==> src/rtl/fp8_pkg.sv <==
// FP8 (1-4-3, bias 7) add front end: shared widths, classes and bundles.
package fp8_pkg;

  localparam int EXP_W    = 4;
  localparam int MAN_W    = 3;
  localparam int SIG_W    = 4;
  localparam int GRS_W    = 3;
  localparam int EXP_BIAS = 7;
  localparam int EXP_MAX  = 15;

  typedef enum logic [1:0] {
    NONE = 2'b00,
    INF  = 2'b01,
    NAN  = 2'b10
  } special_e;

  typedef struct packed {
    logic             sign;
    logic [EXP_W-1:0] eff_exp;
    logic [SIG_W-1:0] sig;
    logic             is_inf;
    logic             is_nan;
  } unpacked_t;

  typedef struct packed {
    logic             sign;
    logic [EXP_W-1:0] exp;
    logic [SIG_W-1:0] big_sig;
    logic [SIG_W-1:0] small_sig;
    logic [EXP_W-1:0] shift;
    logic             sub;
    logic             swapped;
    special_e         special;
    logic             special_sign;
  } s1_t;

  typedef struct packed {
    logic                   sign;
    logic [EXP_W-1:0]       exp;
    logic [SIG_W-1:0]       big_sig;
    logic [SIG_W+GRS_W-1:0] small_sig;
    logic                   sub;
    logic                   swapped;
    special_e               special;
    logic                   special_sign;
  } s2_t;

endpackage

==> src/rtl/fp8_unpack.sv <==
// Combinational FP8 field split: hidden bit, effective exponent,
// infinity/NaN flags.
module fp8_unpack
  import fp8_pkg::*;
(
  input  logic [7:0] op,
  output unpacked_t  u
);

  logic [EXP_W-1:0] e;
  logic [MAN_W-1:0] m;
  logic             e_max;

  assign e     = op[6:3];
  assign m     = op[2:0];
  assign e_max = (e == EXP_W'(EXP_MAX));

  always_comb begin
    u         = '0;
    u.sign    = op[7];
    // subnormals share the exponent of the smallest normal
    u.eff_exp = (e == '0) ? EXP_W'(1) : e;
    u.sig     = {e != '0, m};
    u.is_inf  = e_max && (m == '0);
    u.is_nan  = e_max && (m != '0);
  end

endmodule

==> src/rtl/fp8_add_align.sv <==
// FP8 add alignment: 2-stage valid/ready pipeline producing the larger
// significand and the shifted smaller one with guard/round/sticky.
module fp8_add_align
  import fp8_pkg::*;
(
  input  logic                   clk,
  input  logic                   rst,
  input  logic                   in_valid,
  output logic                   in_ready,
  input  logic [7:0]             in_a,
  input  logic [7:0]             in_b,
  output logic                   out_valid,
  input  logic                   out_ready,
  output logic                   out_sign,
  output logic [EXP_W-1:0]       out_exp,
  output logic [SIG_W-1:0]       out_big_sig,
  output logic [SIG_W+GRS_W-1:0] out_small_sig,
  output logic                   out_sub,
  output logic                   out_swapped,
  output logic [1:0]             out_special,
  output logic                   out_special_sign
);

  localparam int EXT_W = SIG_W + 14;

  unpacked_t ua, ub, big, sml;
  s1_t       s1_d, s1_q;
  s2_t       s2_d, s2_q;
  logic      s1_valid, s2_valid;
  logic      s1_load, s2_load;
  logic      a_big, nan_c, inf_c;
  logic [EXT_W-1:0] ext;

  fp8_unpack u_unpack_a (.op(in_a), .u(ua));
  fp8_unpack u_unpack_b (.op(in_b), .u(ub));

  assign s2_load  = !s2_valid || out_ready;
  assign s1_load  = !s1_valid || s2_load;
  assign in_ready = s1_load;

  // magnitude order of the raw encoding equals numeric order
  assign a_big = (in_a[6:0] >= in_b[6:0]);
  assign big   = a_big ? ua : ub;
  assign sml   = a_big ? ub : ua;

  assign nan_c = ua.is_nan || ub.is_nan ||
                 (ua.is_inf && ub.is_inf && (ua.sign ^ ub.sign));
  assign inf_c = !nan_c && (ua.is_inf || ub.is_inf);

  always_comb begin
    s1_d           = '0;
    s1_d.sign      = big.sign;
    s1_d.exp       = big.eff_exp;
    s1_d.big_sig   = big.sig;
    s1_d.small_sig = sml.sig;
    s1_d.shift     = big.eff_exp - sml.eff_exp;
    s1_d.sub       = ua.sign ^ ub.sign;
    s1_d.swapped   = !a_big;
    unique case (1'b1)
      nan_c: begin
        s1_d.special      = NAN;
        s1_d.special_sign = 1'b0;
      end
      inf_c: begin
        s1_d.special      = INF;
        s1_d.special_sign = ua.is_inf ? ua.sign : ub.sign;
      end
      default: begin
        s1_d.special      = NONE;
        s1_d.special_sign = 1'b0;
      end
    endcase
  end

  // bits below position 12 of the extension all fold into sticky
  assign ext = {s1_q.small_sig, 14'b0} >> s1_q.shift;

  always_comb begin
    s2_d              = '0;
    s2_d.sign         = s1_q.sign;
    s2_d.exp          = s1_q.exp;
    s2_d.big_sig      = s1_q.big_sig;
    s2_d.small_sig    = {ext[EXT_W-1 -: SIG_W], ext[13], ext[12],
                         |ext[11:0]};
    s2_d.sub          = s1_q.sub;
    s2_d.swapped      = s1_q.swapped;
    s2_d.special      = s1_q.special;
    s2_d.special_sign = s1_q.special_sign;
  end

  always_ff @(posedge clk or posedge rst) begin
    if (rst) begin
      s1_valid <= 1'b0;
      s1_q     <= '0;
    end else if (s1_load) begin
      s1_valid <= in_valid;
      if (in_valid) s1_q <= s1_d;
    end
  end

  always_ff @(posedge clk or posedge rst) begin
    if (rst) begin
      s2_valid <= 1'b0;
      s2_q     <= '0;
    end else if (s2_load) begin
      s2_valid <= s1_valid;
      if (s1_valid) s2_q <= s2_d;
    end
  end

  assign out_valid        = s2_valid;
  assign out_sign         = s2_q.sign;
  assign out_exp          = s2_q.exp;
  assign out_big_sig      = s2_q.big_sig;
  assign out_small_sig    = s2_q.small_sig;
  assign out_sub          = s2_q.sub;
  assign out_swapped      = s2_q.swapped;
  assign out_special      = s2_q.special;
  assign out_special_sign = s2_q.special_sign;

endmodule

==> config.mk <==
export PLATFORM = sky130hd
export DESIGN_NAME = fp8_add_align
export DESIGN_NICKNAME = d
export VERILOG_FILES = /design/src/rtl/fp8_pkg.sv /design/src/rtl/fp8_unpack.sv /design/src/rtl/fp8_add_align.sv
export SDC_FILE = /design/constraint.sdc
export NUM_CORES = 1
export LEC_CHECK = 0
export CAP_MARGIN = 25
export CORE_UTILIZATION = 50
export DETAILED_ROUTE_END_ITERATION = 16
export GPL_TIMING_DRIVEN = 0
export PLACE_DENSITY = 0.83
export RECOVER_POWER = 25
export SLEW_MARGIN = 10
export SYNTH_ARGS = -nofsm -noshare
export SYNTH_HDL_FRONTEND = slang
export SYNTH_SLANG_ARGS = --single-unit
==> constraint.sdc <==
create_clock -name clk -period 1.75 [get_ports clk]
set_input_delay 0.35 -clock clk [delete_from_list [all_inputs] [get_ports clk]]
set_output_delay 0.35 -clock clk [all_outputs]
set_load 0.05 [all_outputs]
==> flow_metrics.py, run 1 <==
metrics = {
    "global_routing": {
        "grt_pass1_wl_um": 8400,
        "grt_pass1_vias": 1806,
        "grt_max_degree": 30,
        "overflow": 0,
        "grt_usage_pct": 21.3,
        "antenna_found_initial": 0,
    },
    "cts": {
        "path_clk_slew_ps": 80,
        "cts_tree": "yes",
        "clkSinkCount": 45,
        "cts_buffers": 5,
        "htreeDepth": 2,
        "cts_root_buf": "clkbuf_8",
        "clk_latency_ps": 300,
        "clock_path_buffers": 2,
        "cts_hold_buf": 0,
    },
    "synthesis": {
        "synth.most_common_cell": "dfrtp_1",
        "syn_nets": 257,
        "ys_ff_latch": 45,
        "ys_async_sr_fraction_pct": 100,
        "syn_area_um2": 2400,
        "synth_top_family_by_area": "multiplexers",
        "ys_top_cells_by_area": "dfrtp_1 (47%), mux2_2 (7.5%), mux2i_1 (6.3%), ha_1 (5.2%), a21oi_1 (3.8%)",
        "syn_inst": 226,
        "yosys_warnings": 0,
        "synth_top_area_share_pct": 46.9,
        "synth_fa_ha_area_share_pct": 6.04,
        "synthMuxAreaShare_pct": 15.6,
        "seq_area_frac_synth_pct": 46.9,
        "synth_compound_area_share_pct": 12.6,
        "yosys-top-cells-count": "dfrtp_1 (45), nand2_1 (19), a21oi_1 (18), nor2_1 (18), mux2_2 (16)",
        "synth_xor_area_share_pct": 1.46,
        "synth_top_cell_by_area": "dfrtp_1",
        "synth_enable_flop_cells": 0,
        "ys.flop_type": "dfrtp_1",
        "yosys.cell_types.count": 39,
        "synth-simple-area-share_pct": 12.7,
        "avgSynthCellArea_um2": 10.6,
    },
    "floorplan": {
        "ioPinCount": 43,
        "dieArea_um2": 5080,
        "chipHeight_um": 71.3,
        "num_rows": 24,
        "die_w_um": 71.3,
        "start_util_pct": 53.7,
        "core_um2": 4470,
    },
    "drt": {
        "ant_nets": 0,
        "drc": 1,
        "wirelength_um": 5560,
        "wire_per_inst_um": 16.1,
        "vias_per_cell": 5.70,
        "drt_iter0_drc": 147,
        "first_pass_iters": 10,
        "dr_total_vias": 1968,
    },
    "layout": {
        "fill_cells": 292,
        "diodes": 0,
        "fin_nets": 323,
        "area_growth_pct": 39.3,
        "multi_input_area_um2": 1360,
        "finalNonFillerCells": 345,
        "layout-drive-gt1-share_pct": 34.5,
        "seq_area_um2": 1130,
    },
    "sta": {
        "hold_ws_ps": 390,
        "fmax_mhz": 453,
        "final.setup_skew_ps": 11.0,
        "tightest_slew_ps": 715,
        "min_period_ps": 2210,
        "relSlewSlack_pct": 51.9,
        "hold_viol": 0,
        "fin_ws_ps": -458,
        "maxSlewViolCount": 0,
        "fin_setup_tns_ps": -1830,
        "period_share_pct": 126,
        "rsz0062_at_grt": "true",
        "setup_violations": 13,
    },
    "power": {
        "ir_drop_v": 0.000561,
        "power_density_nw_per_um2": 1160,
        "power_leakage_nw": 1.51,
    },
    "worst_setup_path": {
        "critPathLaunchType": "input pin",
        "cpPeakStageDelay_ps": 320,
        "path_max_fanout": 6,
        "end_kind": "flip-flop",
        "timing.rr.start": "out_valid",
        "crit_type": "input pin to flip-flop",
        "worst-path-buf-inv": 4,
        "slowest_stage": "mux2_4",
        "critPathRequiredTime_ps": 1930,
        "path_cells": "buf_8 -> inv_4 -> ha_4 -> nand4_1 -> and3_4 -> o21ai_4 -> buf_8 -> mux2_4 -> inv_2 -> ha_4 -> a21o_1 -> a21oi_2 -> xnor2_2 -> o21ai_1",
        "cp.arrival_ps": 2390,
        "worstSetupStartpoint": "in_b[6]",
        "cp_top_family": "compound AO/OA/AOI/OAI gates",
    },
    "placed_design": {
        "hpwl_um": 3630,
        "globalplace.congestion": 0.864,
        "portBuffers": 42,
        "dpl.cell_count": 321,
    },
    "worst_hold_path": {
        "hold_path.class": "input pin to flip-flop",
        "min-delay-start": "in_a[0]",
    },
    "run": {
        "drv_cap": 0,
    },
    "status": {
        "status": "complete, but fails checks",
        "violations": "design-rule violations, negative setup slack",
    },
}
-- power by group --
group	switching (mW)	internal (mW)
Sequential	0.141	1.27
Clock	0.360	0.464
Combinational	1.01	0.624
Total	1.52	2.36
-- layout by cell type, fill, tap and decap left out, types with 3 or more instances in the layout --
| master | Yosys | routed |
|---|---|---|
| o21ai_1 | 0 | 4 |
| buf_4 | 0 | 20 |
| nand4_1 | 3 | 3 |
| o31ai_1 | 4 | 4 |
| nand2_1 | 19 | 18 |
| mux2_4 | 3 | 4 |
| buf_12 | 1 | 3 |
| inv_4 | 0 | 4 |
| clkdlybuf4s50_1 | 0 | 3 |
| inv_2 | 0 | 5 |
| nor3_1 | 7 | 6 |
| a21oi_2 | 0 | 3 |
| a22o_1 | 3 | 3 |
| nor2_1 | 18 | 18 |
| o21ai_0 | 11 | 7 |
| dlygate4sd2_1 | 0 | 22 |
| a21oi_1 | 18 | 15 |
| mux2i_1 | 15 | 14 |
| dfrtp_1 | 45 | 44 |
| nand2b_1 | 4 | 3 |
| buf_6 | 1 | 3 |
| clkbuf_8 | 0 | 6 |
| buf_2 | 3 | 6 |
| ha_4 | 0 | 9 |
| mux2_2 | 16 | 15 |
| buf_8 | 0 | 5 |
-- kinds of logic after synthesis --
family	count (synthesis)
flops	45
xor+xnor	4
mux	34
simple gates	63
compound gates	47
buf+inv	22
fa+ha+maj	11
-- metrics by stage --
stage | power [mW] | instance area (µm²) | setup WS (ps) | util [%]
after floorplan | 2.56 | 2530 | -600 | -
after global placement | 3.02 | 3010 | -1380 | 67.3
after detailed placement | 3.06 | 3030 | -1430 | 67.8
after CTS | 3.82 | 3230 | -455 | 72.1
after global routing | 4.06 | 3350 | -541 | 74.8
final | 3.87 | 3350 | -458 | 74.8
-- per-layer routing --
| metal | global-route usage [%] | vias up | wire length [µm] |
|---|---|---|---|
| met3 | 4.08 | 15 | 202 |
| met2 | 34.2 | 54 | 2780 |
| li1 | - | 938 | - |
| met4 | 6.22 | 0 | 140 |
| met5 | 0 | - | 0 |
| met1 | 29.8 | 961 | 2440 |
-- registers in the layout, indices dropped and copies added (netlist names) --
register / count
out_sub: 1
out_special_sign: 1
out_small_sig: 7
out_swapped: 1
s1_q: 22
out_exp: 4
out_valid: 1
out_big_sig: 4
out_sign: 1
out_special: 2
s1_valid: 1
-- repair_timing --
item | 4_1_cts | 5_1_grt
buffers inserted | 11 | 5
endpoints found under the setup margin | 43 | 7
gates resized for setup | 103 | 32
pin swaps | 13 | 16
-- tightest hold or removal path, stage by stage --
cell,delay (ps)
buf_6,90
mux2i_1,70
a21oi_1,130
-- worst paths after layout --
check / end / slack, ps / cells past startpoint
worst max-delay path: s1_q[8] / -460 / 14
worst min-delay path: s1_q[13] / 390 / 3
worst max register to register: s1_q[20] / 220 / 6
worst min register to register: out_small_sig[6] / 470 / 2
max in group asynchronous: s1_q[8] / 310 / 3
min in group asynchronous: out_small_sig[2] / 560 / 2
-- area by class of cell --
class / count / area share, %
Multi-Input combinational cell: 159 / 40.6
Inverter: 11 / 1.53
Clock buffer: 6 / 2.47
Clock inverter: 2 / 1.12
Sequential cell: 45 / 33.7
Tap cell: 52 / 1.94
Buffer: 11 / 2.39
Timing Repair Buffer: 59 / 16.3
Power figures use the tool's default switching activity.
==> run 2: changes to the inputs <==
--- a/config.mk
+++ b/config.mk
@@ -7,6 +7,7 @@
 export LEC_CHECK = 0
 export CAP_MARGIN = 25
 export CORE_UTILIZATION = 50
+export CTS_CLUSTER_SIZE = 10
 export DETAILED_ROUTE_END_ITERATION = 16
 export GPL_TIMING_DRIVEN = 0
 export PLACE_DENSITY = 0.83
==> results of run 2 <==
No change in the layout: final DEF, timing and power equal those of run 1.
==> patch 1 (flow settings as in run 1) <==
`EXP_MAX`: 15 -> 11.
--- a/src/rtl/fp8_pkg.sv
+++ b/src/rtl/fp8_pkg.sv
@@ -6,7 +6,7 @@
   localparam int SIG_W    = 4;
   localparam int GRS_W    = 3;
   localparam int EXP_BIAS = 7;
-  localparam int EXP_MAX  = 15;
+  localparam int EXP_MAX  = 11;
 
   typedef enum logic [1:0] {
     NONE = 2'b00,
Formal check against the unedited RTL: not equivalent (Yosys sat finds a counterexample within 4 cycles, from zero or initial values and one cycle with rst high).
==> patch 1 against run 1 <==
  * The run ends with setup timing left
  * Total power fell by 1.6%
  * Sequential share of layout area rose by 0.38 points
  * Routed wire length is 0.77% higher
  * Setup slack improved by 49 ps
  * Cell count fell by 1.2%
  * Final area shrank 1.1%
  * Global-route usage grew 2.2 points
  * Synthesized area up 1.1%
  * Sequential cell count did not move
  * Critical path type unchanged
  * Largest power group unchanged
  * Highest routed layer unchanged
==> patch 1: results (changes against run 1) <==
CTS Root Cell - clkbuf_8
Met2 Routed Length - 2.89 mm (+4.0%)
Hold path endpoint - s1_q[2]$_DFFE_PP0P_
M2 GR Usage - 40.9% (+6.7 points)
P_clk - 0.723 mW (-12%)
Fillers - 330 (+13%)
Drt first pass iters - 4 (-6)
Switching share of total power - 40.7% (+1.5 points)
CTS buffer count - 5 (unchanged)
Initial antenna violation count - 0 (unchanged)
Largest net degree at the start of global routing - 24 (-20%)
Critical path's slowest cell - mux2_4
Largest cells by area after synthesis - dfrtp_1 46%, mux2_2 7.4%, mux2i_1 6.2%, ha_1 5.2%, a21oi_1 3.5%
Post-CTS Setup Repair Bufs - 10 (-1)
Slew @ Worst Pin - 843 ps (+128 ps)
Crit-path max FO - 7 (+1)
Worst-skew pair later-pin latency - 310 ps
Dpl hpwl - 3.94 mm (+8.4%)
Flop2flop setup slack - 160 ps (-60 ps)
CP delay by family, top - compound AO/OA/AOI/OAI gates
Distinct cells, synth - 43 (+10%)
Post-synthesis net count - 258 (+0.39%)
R2r endpoint - out_small_sig[0]$_DFFE_PP0P_
Met3 Resource Use GR - 5.20% (+1.1 points)
CP Launch Point - in_b[2]
Synth warn - 0 (unchanged)
P_comb - 1.67 mW
Reg2Reg Depth - 6 (unchanged)
Final wirelength - 5.60 mm (+0.77%)
Setup violators final - 4 (-9)
Post-layout worst setup margin - -409 ps (+48.9 ps)
Worst Hold Depth - 4 (+1)
Reg-to-reg startpoint - s1_q[5]$_DFFE_PP0P_
Global routing usage on met1 - 29.0% (-0.83 points)
DR WL met3 - 175 um (-13%)
Wire length on met1 - 2.43 mm (-0.12%)
Seq/Total Area, Yosys - 46.4% (-0.51 points)
Initial detailed-routing violation count - 89 (-39%)
CP arrival - 2360 ps (-30 ps)
CP max stage delay - 310 ps
Max VDD drop - 0.702 mV (+25%)
Hold crit path type - primary input to flip-flop
Clock Skews - 6.52 ps (-4.47 ps)
Share of cells above drive strength 1 - 33.9% (-0.56 points)
Hold buffer count at cts - 0 (unchanged)
Nets - 319 (-1.2%)
Outcome - finished with violations
# H-tree levels - 2 (unchanged)
Vias in the first global route - 1908 (+5.6%)
Post-cts sizing count - 101 (-1.9%)
Static leakage - 1.49 nW (-1.4%)
Global-route wire length before repair - 9.05 mm (+7.6%)
GPL Wtd Cong - 0.853 (-1.3%)
Gr usage total - 23.6% (+2.2 points)
Post-Route Setup TNS - -1210 ps (+627 ps)
Clock network power share - 19.0% (-2.3 points)
Most frequent cells after synthesis - 45 x dfrtp_1, 18 x nor2_1, 17 x a21oi_1, 17 x nand2_1, 16 x mux2_2
Worst Hold Launch - in_b[5]
DR vias/cell - 5.66 (-0.73%)
Failing checks - setup timing
patch 1: cell families (layout without fill, tap and decap cells):
group | count (synthesis) | in the layout | synth area share (%)
simple gates | 63 | 63 | 13.3
mux | 34 | 34 | 15.5
xor+xnor | 4 | 4 | 1.44
buf+inv | 23 | 85 | 5.00
compound gates | 47 | 47 | 12.4
fa+ha+maj | 11 | 11 | 5.98
flops | 45 | 45 | 46.4
patch 1: through the flow:
| stage | cells | cell area [um^2] | worst slack (ps) | hold slack [ps] |
|---|---|---|---|---|
| floorplan | 227 | 2550 | -600 | 445 |
| global route | 341 | 3310 | -466 | 373 |
| global placement | 321 | 3040 | -1320 | 461 |
| CTS | 340 | 3220 | -447 | 374 |
| finish | 341 | 3310 | -409 | 371 |
| detailed placement | 322 | 3070 | -1420 | 467 |
patch 1: cell type report:
type	instances	share of cell area (%)
timing repair buffer	54	15.0
tap	52	1.97
sequential	45	34.1
clock buffer	7	2.91
multi-input combinational	159	41.3
clock inverter	1	0.151
inverter	12	1.89
buffer	11	2.69
==> patch 2 (settings of run 1) <==
Without the edit above. Reset style: synchronous (`rst`), changed in 2 clocked blocks.
--- a/src/rtl/fp8_add_align.sv
+++ b/src/rtl/fp8_add_align.sv
@@ -88,7 +88,7 @@
     s2_d.special_sign = s1_q.special_sign;
   end
 
-  always_ff @(posedge clk or posedge rst) begin
+  always_ff @(posedge clk) begin
     if (rst) begin
       s1_valid <= 1'b0;
       s1_q     <= '0;
@@ -98,7 +98,7 @@
     end
   end
 
-  always_ff @(posedge clk or posedge rst) begin
+  always_ff @(posedge clk) begin
     if (rst) begin
       s2_valid <= 1'b0;
       s2_q     <= '0;
Formal check against the unedited RTL: differs if rst is asserted again (counterexample within 4 cycles, from zero or initial values and one cycle with rst high); with rst held inactive, the same outputs for 10 cycles.
==> patch 2 against run 1 <==
  * The flow finishes with violations (setup timing)
  * Synthesized area up 7.2%
  * Final area is 8.7% higher
  * Setup slack lost 150 ps
  * Via count is 41% higher
  * First-iteration DRC count up 40%
  * Clock power is 4.7% lower
  * Combinational power is 43% lower
  * Total power down 26%
  * Routed wire length grew 39%
  * Global-route usage up 8.3 points
  * Utilization up 0.22 points
  * Sequential cell count unchanged
  * Clock skew fell by 7.7 ps
  * Register-to-register slack worse by 20 ps
  * Critical path type unchanged
==> patch 2: results (changes against run 1) <==
Worst Hold Depth - 2 (-1)
Post-layout worst setup margin - -613 ps (-155 ps)
Seq/Total Area, Yosys - 35.0% (-12 points)
Most frequent cells after synthesis - 49 x nand2_1, 45 x dfxtp_1, 34 x a21oi_1, 32 x nor2_1, 15 x nand3_1
Layout Cells excl Fill - 463 (+34%)
CP arrival - 2600 ps (+210 ps)
Gr usage total - 29.6% (+8.3 points)
Post-synthesis net count - 354 (+38%)
GPL Wtd Cong - 0.853 (-1.2%)
Multi-input combinational cell count - 243 (+53%)
Detailed-route wire length per cell - 16.7 um (+3.7%)
Dpl hpwl - 4.99 mm (+37%)
Count leader, synth - nand2_1
Cells after Synth - 323 (+43%)
Setup violators final - 4 (-9)
Fillers - 349 (+20%)
Multi-input logic area - 1720 um^2 (+26%)
Outcome - finished with violations
Post-synth ARST share - 0% (-100 points)
Most used DFF post-synth - dfxtp_1
Share of cells above drive strength 1 - 28.0% (-6.4 points)
Max VDD drop - 0.739 mV (+32%)
DP Area - 3230 um^2 (+6.6%)
Die area - 5440 um^2 (+7.0%)
Global-route wire length before repair - 12.1 mm (+44%)
Failing checks - setup timing
Clock Skews - 3.34 ps (-7.65 ps)
Slew margin rel. - 51.6% (-0.29 points)
Largest cells by area after synthesis - dfxtp_1 35%, nand2_1 7.1%, a21oi_1 6.6%, ha_1 4.9%, nor2_1 4.7%
Final worst path period need - 2360 ps (+155 ps)
Final clock-cell share - 2.96% (-0.63 points)
==> patch 2: cell count changes in the layout (fill, tap and decap cells not counted), sizes merged, moves of 15 or more <==
cell	before	now
nand3	1	16
a21oi	18	35
mux2	19	0
nand2	19	49
dfxtp	0	45
dfrtp	45	0
==> patch 2: path summary, 6_finish.rpt <==
check                           startpoint                       endpoint  slack (ps)
max                                in_b[2]           s1_q[7]$_SDFFE_PP0P_        -610
min                                    rst          s1_q[10]$_SDFFE_PP0P_         280
max reg2reg          s1_q[11]$_SDFFE_PP0P_  out_small_sig[1]$_SDFFE_PP0P_         200
min reg2reg  out_small_sig[1]$_SDFFE_PP0P_  out_small_sig[1]$_SDFFE_PP0P_         450
==> patch 2: what timing repair did <==
| action | CTS | global route |
|---|---|---|
| gates resized for setup | 123 | 19 |
| setup buffers | 20 | 4 |
| pin swaps | 21 | 12 |
| setup endpoints to repair | 42 | 13 |
==> patch 2: logic make-up (layout without fill, tap and decap cells) <==
logic type	Yosys count	in the layout	share of synthesized area [%]
simple gates	137	137	25.9
xor+xnor	3	3	1.02
flops	45	45	35.0
fa+ha+maj	11	11	5.64
buf+inv	35	108	8.41
compound gates	87	87	22.1
mux	5	5	1.94
==> patch 2: power by group through the flow <==
| stage | sequential, mW | clock (mW) | combinational, mW |
|---|---|---|---|
| final | 1.13 | 0.785 | 0.940 |
| after floorplan | 1.21 | 0 | 0.497 |
| after global routing | 1.14 | 0.825 | 0.997 |
| after global placement | 1.16 | 0 | 0.761 |
| after CTS | 1.13 | 0.783 | 0.869 |
| after detailed placement | 1.16 | 0 | 0.778 |
==> patch 2: routing by layer <==
metal,track usage [%],up-vias,part of all wire (%)
met5,0,-,0
met4,13.5,0,3.5
met3,6.04,31,5.5
met2,51.8,117,50
met1,34.7,1328,41
li1,-,1292,-
